### config.mk
export PLATFORM = sky130hd
export DESIGN_NAME = pipe_stage_reg
export DESIGN_NICKNAME = d
export VERILOG_FILES = /design/src/rtl/pipe_stage_reg.sv
export SDC_FILE = /design/constraint.sdc
export NUM_CORES = 1
export LEC_CHECK = 0
export ABC_AREA = 1
export CORE_MARGIN = 8
export CORE_UTILIZATION = 25
export DETAILED_ROUTE_END_ITERATION = 10
export HOLD_SLACK_MARGIN = 0.05
export PLACE_DENSITY_LB_ADDON = 0.2
export SLEW_MARGIN = 20
export SYNTH_ARGS = -nofsm -noshare
export SYNTH_HDL_FRONTEND = slang
export SYNTH_SLANG_ARGS = --single-unit
### constraint.sdc
create_clock -name clk -period 1.6 [get_ports clk]
set_input_delay 0.24 -clock clk [delete_from_list [all_inputs] [get_ports clk]]
set_output_delay 0.24 -clock clk [all_outputs]
set_load 0.005 [all_outputs]
### src/rtl/pipe_stage_reg.sv
// Inter-stage pipeline register: hold, bubble, exception redirect,
// exception-code merging and saturating stall/bubble statistics.
module pipe_stage_reg #(
    parameter int unsigned DATA_W      = 96,
    parameter int unsigned CODE_W      = 5,
    parameter logic [31:0] HANDLER_PC  = 32'h0000_4180,
    parameter logic [31:0] RESET_PC    = 32'h0000_0000,
    parameter bit          KILL_ON_EXC = 1'b1,
    parameter int unsigned CNT_W       = 16
) (
    input  logic              clk,
    input  logic              reset,
    input  logic              stall_i,
    input  logic              flush_i,
    input  logic              req_i,
    input  logic [31:0]       in_pc,
    input  logic [31:0]       in_instr,
    input  logic [4:0]        in_regwrite,
    input  logic              in_bd,
    input  logic [CODE_W-1:0] in_code,
    input  logic [CODE_W-1:0] new_code,
    input  logic [DATA_W-1:0] in_payload,
    output logic              out_valid,
    output logic [31:0]       out_pc,
    output logic [31:0]       out_instr,
    output logic [4:0]        out_regwrite,
    output logic              out_bd,
    output logic [CODE_W-1:0] out_code,
    output logic [DATA_W-1:0] out_payload,
    output logic [CNT_W-1:0]  stall_cnt,
    output logic [CNT_W-1:0]  bubble_cnt
);

    logic [CODE_W-1:0] merged_code;
    logic              kill;
    logic              stall_take;
    logic              bubble_take;

    // Oldest exception wins; decide whether the loaded instruction is squashed.
    always_comb begin
        merged_code = (in_code != '0) ? in_code : new_code;
        kill        = KILL_ON_EXC && (merged_code != '0);
        bubble_take = req_i || flush_i;
        stall_take  = stall_i && !bubble_take;
    end

    // Stage contents: req_i > flush_i > stall_i > load.
    always_ff @(posedge clk or negedge reset) begin
        if (!reset) begin
            out_valid    <= 1'b0;
            out_pc       <= RESET_PC;
            out_instr    <= '0;
            out_regwrite <= '0;
            out_bd       <= 1'b0;
            out_code     <= '0;
            out_payload  <= '0;
        end else if (req_i) begin
            out_valid    <= 1'b0;
            out_pc       <= HANDLER_PC;
            out_instr    <= '0;
            out_regwrite <= '0;
            out_bd       <= 1'b0;
            out_code     <= '0;
            out_payload  <= '0;
        end else if (flush_i) begin
            // Bubble keeps PC/BD so a later stage can still report EPC and BD.
            out_valid    <= 1'b0;
            out_pc       <= in_pc;
            out_instr    <= '0;
            out_regwrite <= '0;
            out_bd       <= in_bd;
            out_code     <= '0;
            out_payload  <= '0;
        end else if (!stall_i) begin
            out_valid    <= 1'b1;
            out_pc       <= in_pc;
            out_instr    <= kill ? 32'h0 : in_instr;
            out_regwrite <= kill ? 5'h0 : in_regwrite;
            out_bd       <= in_bd;
            out_code     <= merged_code;
            out_payload  <= in_payload;
        end
    end

    // Saturating statistics counters, cleared only by reset.
    always_ff @(posedge clk or negedge reset) begin
        if (!reset) begin
            stall_cnt  <= '0;
            bubble_cnt <= '0;
        end else begin
            if (stall_take && (stall_cnt != '1)) begin
                stall_cnt <= stall_cnt + 1'b1;
            end
            if (bubble_take && (bubble_cnt != '1)) begin
                bubble_cnt <= bubble_cnt + 1'b1;
            end
        end
    end

endmodule

==> metrics.cfg <==
[detailed_routing]
vias_per_cell = 4.34
wl_per_cell_um = 16.8
drt_first_pass_iters = 6
finalWirelength_mm = 34.0
drtIter0Drc = 316
drc = 0
vias = 8779
ant_nets = 0

[grt]
grt_max_degree = 97
antenna_found_initial = 2
grt-ovfl-total = 0
grt_pass1_wl_mm = 51.9
grt_use_total_pct = 15.2
grt_pass1_vias = 8946

[sta]
worst_slack_ps = 67.9
tns_ps = 0
period_needed_ps = 1530
fmax_mhz = 653
tightest_slew_ps = 1020
max-slew-margin-rel_pct = 31.9
finalClockSkew_ps = 6.31
rsz0062_at_grt = yes
setup_viol = 0
period_share_pct = 95.8
slew_viol_final = 0
hold_viol = 0

[finish]
multi_input_area_mm2 = 0.00350
drive_above_1_share_pct = 10.8
layout_commonest_cell = nand2_1
regArea_mm2 = 0.00512
fin_cells = 2025
utilization_pct = 40.8
layout.nets = 1719
mostFrequentLayoutCells = 443 x nand2_1, 199 x dlygate4sd2_1, 195 x dfrtp_1, 179 x clkdlybuf4s50_1, 115 x nand3_1
nFillCells = 3771
syn2layout_area_growth_pct = 62.0

[synth]
yosysTopAreaCellShare_pct = 56.0
synth_area_leader_cell = dfrtp_1
netlist_instances = 1098
synth_area_mm2 = 0.00912
ys_seq_elements = 204
synth.avg_cell_area_um2 = 8.31
yosys_warnings = 0
synth.area.top_cells = dfrtp_1 56%, nand2_1 18%, nand3_1 6.3%, nand4_1 3.0%, nor2_1 2.6%
syn_nets = 1281
synth_cell_types = 31
ys_seq_area_share_pct = 56.0

[die]
initial_core_util_pct = 25.2
placementRows = 70
pin_count = 385
die_w_um = 207
die_h_um = 207
coreArea_mm2 = 0.0363
die_area_mm2 = 0.0428

[place]
dp_hpwl_mm = 24.9
dp.cells = 1955
globalplace.congestion = 0.817
port_buffers = 384
pre_cts_ws_ps = -373

[pwr]
p_int_uw = 10300
ir_drop_uv = 698
p_clk_share_pct = 40.3
power_uw = 14000
p_per_area_mw_per_mm2 = 945
p_leak_uw = 0.00806
p_comb_share_pct = 19.0
swShare_pct = 26.5
seqPwrFrac_pct = 40.7
switchingPower_uw = 3700

[worst_setup_path]
worst-setup-path-type = flip-flop to output port
path_max_fanout = 2
crit_path_end_kind = output port
required_ps = 1360
critPathArrivalTime_ps = 1290
startpoint_type = flip-flop

[clocking]
cts_tree = yes
h-tree-depth = 1
clk_path_buf_depth = 3
path_clk_slew_ps = 60
clock_sinks = 204
clockRootBuffer = clkbuf_16
cts_buffers = 26
insertion_delay_ps = 520

[job]
drv_cap = 0

[min_path]
hold_class = primary input to asynchronous set/reset pin

[run_status]
run_status = complete, no violations

-- critical path: stages (launching register included) --
cell           delay (ps)
dfrtp_1               380
buf_4                 140
dlygate4sd2_1         260
-- state kept, by name (all words and copies together), names as in the netlist --
name	flops
bubble_cnt	16
out_regwrite	5
out_instr	32
out_valid	1
stall_cnt	16
out_code	5
out_payload	96
out_bd	1
out_pc	32
-- synth_stat cells --
master    number
nand2_1      445
dfrtp_1      204
nand3_1      115
nor2_1        64
inv_1         63
nand4_1       44
o21ai_0       32
buf_2         30
clkbuf_1      24
xor2_1        13
o21ai_1       10
xnor2_1        8
buf_4          6
nor2_2         6
nor3_1         5
o21ai_2        5
buf_6          3
nand3_2        3
ha_1           2
inv_2          2
nand2_2        2
nand2_4        2
nand3b_1       2
a21oi_1        1
buf_1          1
inv_4          1
nor2_8         1
nor3_2         1
nor3_4         1
nor3b_2        1
o21bai_2       1
-- metrics by stage --
step           hold slack [ps]  cell area [um2]
3_3_place_gp               210            14000
3_5_place_dp               219            14000
4_1_cts                    204            14700
5_1_grt                    244            14800
6_report                   228            14800
2_1_floorplan            -55.6             9120
-- logic make-up (layout without fill, tap and decap cells) --
family	after synthesis	count (layout)	synth area share, %
buffers and inverters	130	585	6.28
other	0	3	0
AND/OR/NAND/NOR	692	693	32.5
AO/OA/AOI/OAI	49	49	2.96
adder cells (fa/ha/maj)	2	2	0.274
XOR/XNOR	21	21	2.02
flip-flops	204	204	56.0
-- timing repair --
action,4_1_cts,5_1_grt
setup buffers,17,2
pin swaps,3,3
endpoints found under the hold margin,192,0
setup endpoints to repair,206,20
resized for setup,222,8
gates cloned,0,1
hold buffers,1,0
-- worst paths after layout --
kind	from	to	slack, ps	cells past startpoint
worst max register to register	bubble_cnt[0]	bubble_cnt[3]	70	9
min in group clk	in_payload[16]	out_payload[16]	250	3
worst max-delay path	stall_cnt[0]	stall_cnt[0]	70	2
worst min-delay path	reset	bubble_cnt[14]	230	2
max in group asynchronous	reset	out_payload[78]	810	3
worst min register to register	out_payload[78]	out_payload[78]	460	2
-- layer usage --
metal,vias up,GRT usage (%),wire length (um),share of wire [%]
met1,4090,18.8,14000,41
met5,-,0,0,0
met4,0,4.34,886,2.6
li1,4372,-,-,-
met2,275,25.0,16300,48
met3,42,5.01,2810,8.3
-- power groups by stage --
| stage | Combinational [uW] | Sequential, uW | Clock [uW] |
|---|---|---|---|
| 3_3_place_gp | 2620 | 5830 | 0 |
| 5_1_grt | 2940 | 5720 | 6050 |
| 3_5_place_dp | 2630 | 5840 | 0 |
| 4_1_cts | 2690 | 5680 | 5880 |
| 6_report | 2650 | 5680 | 5630 |
| 2_1_floorplan | 835 | 5860 | 0 |
-- layout make-up --
| class | instances | share of cell area (%) |
|---|---|---|
| clock buffer | 38 | 5.05 |
| multi-input combinational | 765 | 23.7 |
| clock inverter | 8 | 0.516 |
| inverter | 66 | 1.72 |
| timing repair buffer | 473 | 30.4 |
| sequential | 204 | 34.6 |
| tap | 468 | 3.96 |
| antenna | 3 | 0.0508 |
Power figures use the tool's default switching activity.
